==> src/rtl/interrupt_sequencer_pkg.sv <==
// rtl/interrupt_sequencer_pkg.sv - shared CP0 interrupt constants, state encoding and priority helper
package interrupt_sequencer_pkg;

    // Cause.IP field geometry
    localparam int IP_WIDTH = 6;
    localparam int IP_BASE  = 10;

    // ExcCode submitted to CP0 for an external interrupt
    localparam logic [4:0] EXC_CODE_INT = 5'd0;

    typedef enum logic [1:0] {
        IDLE    = 2'd0,
        PENDING = 2'd1,
        TAKEN   = 2'd2
    } irq_state_t;

    // Highest set index of v (bit 5 highest); 0 when nothing is set
    function automatic logic [2:0] irq_prio_idx(input logic [IP_WIDTH-1:0] v);
        logic [2:0] idx;
        idx = 3'd0;
        for (int i = 0; i < IP_WIDTH; i++) begin
            if (v[i]) idx = 3'(i);
        end
        return idx;
    endfunction

endpackage

==> src/rtl/interrupt_sequencer_irq_synchronizer.sv <==
// rtl/interrupt_sequencer_irq_synchronizer.sv - hw_irq synchronizer chain and pending-bit capture (IRQ_EDGE_TRIGGER_EN selects edge mode)
module irq_synchronizer
    import interrupt_sequencer_pkg::*;
#(
    parameter int SYNC_STAGES = 2
) (
    input  logic                clk,
    input  logic                reset_n,
    input  logic [IP_WIDTH-1:0] hw_irq,
    input  logic [IP_WIDTH-1:0] ip_clr,
    output logic [IP_WIDTH-1:0] ip
);

    logic [IP_WIDTH-1:0] r_sync [SYNC_STAGES];
    logic [IP_WIDTH-1:0] w_sync;

    assign w_sync = r_sync[SYNC_STAGES-1];

    // Shift each request line through the synchronizer chain
    always_ff @(posedge clk or negedge reset_n) begin
        if (!reset_n) begin
            for (int i = 0; i < SYNC_STAGES; i++) r_sync[i] <= '0;
        end else begin
            r_sync[0] <= hw_irq;
            for (int i = 1; i < SYNC_STAGES; i++) r_sync[i] <= r_sync[i-1];
        end
    end

`ifdef IRQ_EDGE_TRIGGER_EN
    logic [IP_WIDTH-1:0] r_prev;
    logic [IP_WIDTH-1:0] r_ip;
    logic [IP_WIDTH-1:0] w_rise;

    assign w_rise = w_sync & ~r_prev;
    // A rising edge is visible on ip in the cycle it is detected, so edge
    // and level modes share the same SYNC_STAGES latency.
    assign ip     = r_ip | w_rise;

    // Latch rising edges; a software clear beats a same-cycle edge
    always_ff @(posedge clk or negedge reset_n) begin
        if (!reset_n) begin
            r_prev <= '0;
            r_ip   <= '0;
        end else begin
            r_prev <= w_sync;
            r_ip   <= (r_ip | w_rise) & ~ip_clr;
        end
    end
`else
    logic w_unused_ip_clr;

    // Level mode: pending tracks the synchronized line, clears have no effect
    assign w_unused_ip_clr = ^ip_clr;
    assign ip              = w_sync;
`endif

endmodule

==> src/rtl/interrupt_sequencer.sv <==
// rtl/interrupt_sequencer.sv - CP0 interrupt sequencer: enable, priority, take FSM and stall counter (IRQ_EDGE_TRIGGER_EN)
module interrupt_sequencer
    import interrupt_sequencer_pkg::*;
#(
    parameter int SYNC_STAGES = 2,
    parameter int MAX_WAIT    = 8
) (
    input  logic                clk,
    input  logic                reset_n,
    input  logic [IP_WIDTH-1:0] hw_irq,
    input  logic [IP_WIDTH-1:0] sr_im,
    input  logic                sr_ie,
    input  logic                sr_exl,
    input  logic                commit_valid,
    input  logic                exception,
    input  logic                eret,
    input  logic [IP_WIDTH-1:0] ip_clr,
    output logic [IP_WIDTH-1:0] ip,
    output logic                irq_take,
    output logic [2:0]          irq_id,
    output logic                irq_stall,
    output logic                busy
);

    localparam int WAIT_W = $clog2(MAX_WAIT) + 1;

    irq_state_t          r_state;
    irq_state_t          w_next;
    logic [WAIT_W-1:0]   r_wait;
    logic [IP_WIDTH-1:0] w_ip;
    logic [IP_WIDTH-1:0] w_masked;
    logic                w_enable;

    irq_synchronizer #(
        .SYNC_STAGES (SYNC_STAGES)
    ) u_sync (
        .clk     (clk),
        .reset_n (reset_n),
        .hw_irq  (hw_irq),
        .ip_clr  (ip_clr),
        .ip      (w_ip)
    );

    assign w_masked  = w_ip & sr_im;
    assign w_enable  = (|w_masked) & sr_ie & ~sr_exl;
    assign ip        = w_ip;
    assign irq_id    = irq_prio_idx(w_masked);
    assign busy      = (r_state != IDLE);
    assign irq_stall = (r_state == PENDING) && (r_wait >= WAIT_W'(MAX_WAIT - 1));

    // State register
    always_ff @(posedge clk or negedge reset_n) begin
        if (!reset_n) r_state <= IDLE;
        else          r_state <= w_next;
    end

    // Next state and take pulse; an exception at the commit point beats the interrupt
    always_comb begin
        w_next   = r_state;
        irq_take = 1'b0;
        unique case (r_state)
            IDLE: begin
                if (w_enable) w_next = PENDING;
            end
            PENDING: begin
                if (!w_enable) begin
                    w_next = IDLE;
                end else if (commit_valid && !exception) begin
                    irq_take = 1'b1;
                    w_next   = TAKEN;
                end
            end
            TAKEN: begin
                if (eret) w_next = IDLE;
            end
            default: w_next = IDLE;
        endcase
    end

    // Saturating wait counter: counts PENDING cycles, cleared on any exit
    always_ff @(posedge clk or negedge reset_n) begin
        if (!reset_n) begin
            r_wait <= '0;
        end else if (r_state == PENDING && w_next == PENDING) begin
            if (r_wait != '1) r_wait <= r_wait + 1'b1;
        end else begin
            r_wait <= '0;
        end
    end

endmodule

==> config.mk <==
export PLATFORM = sky130hd
export DESIGN_NAME = interrupt_sequencer
export DESIGN_NICKNAME = d
export VERILOG_FILES = /design/src/rtl/interrupt_sequencer_pkg.sv /design/src/rtl/interrupt_sequencer_irq_synchronizer.sv /design/src/rtl/interrupt_sequencer.sv
export SDC_FILE = /design/constraint.sdc
export NUM_CORES = 1
export LEC_CHECK = 0
export ABC_AREA = 1
export CORE_UTILIZATION = 43
export DETAILED_ROUTE_END_ITERATION = 10
export GPL_TIMING_DRIVEN = 0
export PLACE_DENSITY = 0.83
export RECOVER_POWER = 100
export SKIP_CTS_REPAIR_TIMING = 1
export SLEW_MARGIN = 30
export SYNTH_ARGS = -nofsm -noshare
export SYNTH_HDL_FRONTEND = slang
export SYNTH_SLANG_ARGS = --single-unit
==> constraint.sdc <==
create_clock -name clk -period 2.1 [get_ports clk]
set_input_delay 0.42 -clock clk [delete_from_list [all_inputs] [get_ports clk]]
set_output_delay 0.42 -clock clk [all_outputs]
set_load 0.02 [all_outputs]
==> impl_metrics.json <==
{
  "register_area_um2": 450,
  "cts_tree": "yes",
  "fp.dieW_um": 45.5,
  "die_y_um": 45.5,
  "cp_max_fo": 2,
  "syn_nets": 104,
  "final_nets": 139,
  "min_path_type": "reg -> reg",
  "hold_viol": 0,
  "gp_congestion": 0.721,
  "drive_gt1_share_pct": 22.3,
  "clockBufferDepth": 2,
  "worstRegToRegCells": 6,
  "grt_pass1_vias": 554,
  "grt_pass1_wl_mm": 2.21,
  "maxCapViolCount": 0,
  "path_buf_inv": 4,
  "synth_cell_types": 21,
  "remaining_drc_errors": 0,
  "num_vias": 599,
  "ant_nets": 0,
  "tightest_slew_ns": 0.761,
  "leakagePower_nw": 0.551,
  "period_minus_slack_ns": 2.01,
  "p_total_mw": 0.678,
  "cts_sinks": 18,
  "clock_latency_ns": 0.29,
  "slew_headroom_pct": 49.1,
  "outcome": "finished clean",
  "r2r-start": "u_sync.ip[4]",
  "cp_cell_sequence": "clkdlybuf4s50_1, inv_1, nor2_1, nand4_1, inv_1, dlymetal6s2s_1",
  "grt_usage_pct": 15.3,
  "syn_to_final_growth_pct": 39.7,
  "cts_root_buffer": "clkbuf_4",
  "synth_seq_area_share_pct": 55.4,
  "path_clk_slew_ns": 0.09,
  "drt-initial-drc-count": 5,
  "io_pins": 37,
  "reg2reg_to": "r_state[0]",
  "dieArea_um2": 2070,
  "cp_common_cell": "inv_1",
  "start_util_pct": 46.6,
  "critPathSlowestCell": "clkdlybuf4s50_1",
  "finalCritPeriodShare_pct": 95.9,
  "mostFrequentLayoutCells": "dfrtp_1 (18), nand2_1 (16), dlygate4sd3_1 (14)",
  "multi_input_area_um2": 262,
  "grt_max_degree": 19,
  "finalClockSkew_ns": 0.00537,
  "dp_hpwl_mm": 1.09,
  "synth_cells": 78,
  "finalHoldWorstSlack_ns": 0.357,
  "n_antenna_cell": 0,
  "rows": 15,
  "slowest_delay_ns": 0.45,
  "routed_wirelength_mm": 1.37,
  "irDropWorstVdd_mv": 0.384,
  "nFillCells": 149,
  "grt-ovfl-total": 0,
  "grt_setup_unrepaired": "false",
  "drt-pass1-iter-count": 4,
  "endpoint": "irq_take",
  "p_per_area_nw_per_um2": 597,
  "cts_max_level": 1,
  "cts_inserted_buffers": 3,
  "clock.fmax_ghz": 0.496,
  "antenna_found_initial": 0,
  "io_buffers": 30,
  "syn_avg_cell_area_um2": 10.4,
  "whs_path_depth": 0,
  "wire_per_inst_um": 10.0,
  "crit_arrival_ns": 1.59,
  "crit_family": "buffers and inverters",
  "layout_commonest_cell": "dfrtp_1",
  "slew_violations": 0,
  "crit_cells": 6,
  "netlist_area_um2": 813,
  "worstSetupEndpointType": "output port",
  "core_um2": 1750,
  "rrSetupSlack_ns": 0.87,
  "critPathLaunchType": "input port",
  "critical_path_class": "in -> out",
  "finalSetupViolCount": 0,
  "synth-seq-cells": 18,
  "vias_per_cell": 4.37,
  "fin_util_pct": 65.1,
  "crit_start": "commit_valid",
  "ys_warn_count": 0,
  "cp.required_ns": 1.68
}
## cell families (layout without fill, tap and decap cells)
kind of cell | after synthesis | after routing | share of synthesized area (%)
AO/OA/AOI/OAI | 4 | 4 | 3.23
buffers and inverters | 15 | 49 | 9.69
XOR/XNOR | 1 | 1 | 1.08
AND/OR/NAND/NOR | 39 | 39 | 29.1
adder cells (fa/ha/maj) | 1 | 1 | 1.54
flip-flops | 18 | 18 | 55.4
## metrics by stage
| step | setup slack [ns] | cells | setup TNS (ns) | cell area, µm² |
|---|---|---|---|---|
| finish | 0.0853 | 137 | 0 | 1140 |
| global route | 0.0203 | 137 | 0 | 1140 |
| CTS | -0.296 | 137 | -0.547 | 1180 |
| detailed placement | -0.294 | 133 | -0.396 | 1140 |
| global placement | -0.246 | 133 | -0.345 | 1140 |
| floorplan | 0.672 | 78 | 0 | 813 |
## state kept, by name (all words and copies together), names as in the netlist
signal         cells
r_wait             4
u_sync.ip          6
u_sync.r_sync      6
r_state            2
## power by group
| group | internal (mW) | total (mW) | leakage, nW | switching, mW |
|---|---|---|---|---|
| Clock | 0.106 | 0.203 | 0.0210 | 0.0976 |
| Sequential | 0.360 | 0.366 | 0.223 | 0.00647 |
| Combinational | 0.0563 | 0.109 | 0.307 | 0.0527 |
| Total | 0.522 | 0.678 | 0.551 | 0.157 |
## cell usage after synthesis
cell type | n | share of area [%]
dfrtp_1 | 18 | 55
nand2_1 | 16 | 7.4
inv_1 | 7 | 3.2
buf_4 | 6 | 5.5
nor2_2 | 5 | 3.8
nand3_1 | 3 | 1.8
nor2_1 | 3 | 1.4
nor2_4 | 3 | 4.2
inv_2 | 2 | 0.92
nand2_2 | 2 | 1.5
nand2_4 | 2 | 2.8
nand4_1 | 2 | 1.5
a21boi_1 | 1 | 0.92
ha_1 | 1 | 1.5
nand3_2 | 1 | 1.2
nand4_4 | 1 | 2.6
o21ai_0 | 1 | 0.61
o21ai_1 | 1 | 0.61
o21ai_2 | 1 | 1.1
or2_1 | 1 | 0.77
xnor2_1 | 1 | 1.1
## final cells by class
type	count	share of cell area [%]
buffer	6	3.96
clock buffer	4	3.19
inverter	9	2.97
multi-input combinational	45	23.0
sequential	18	39.6
tap	25	2.75
timing repair buffer	30	24.4
## worst min-delay path by stage
stage / from / to
5_1_grt: u_sync.r_sync[6] / u_sync.ip[0]
3_3_place_gp: u_sync.r_sync[10] / u_sync.ip[4]
4_1_cts: u_sync.r_sync[6] / u_sync.ip[0]
2_1_floorplan: reset_n / r_state[0]
6_report: u_sync.r_sync[6] / u_sync.ip[0]
3_5_place_dp: u_sync.r_sync[6] / u_sync.ip[0]
## layer usage
| metal | global-route usage [%] | vias to the layer above | part of all wire (%) |
|---|---|---|---|
| li1 | - | 304 | - |
| met1 | 17.9 | 272 | 40 |
| met2 | 24.6 | 19 | 51 |
| met3 | 2.78 | 4 | 7.0 |
| met4 | 12.1 | 0 | 1.5 |
| met5 | 0 | - | 0 |
Note: power is estimated with default switching activity, not from simulation.
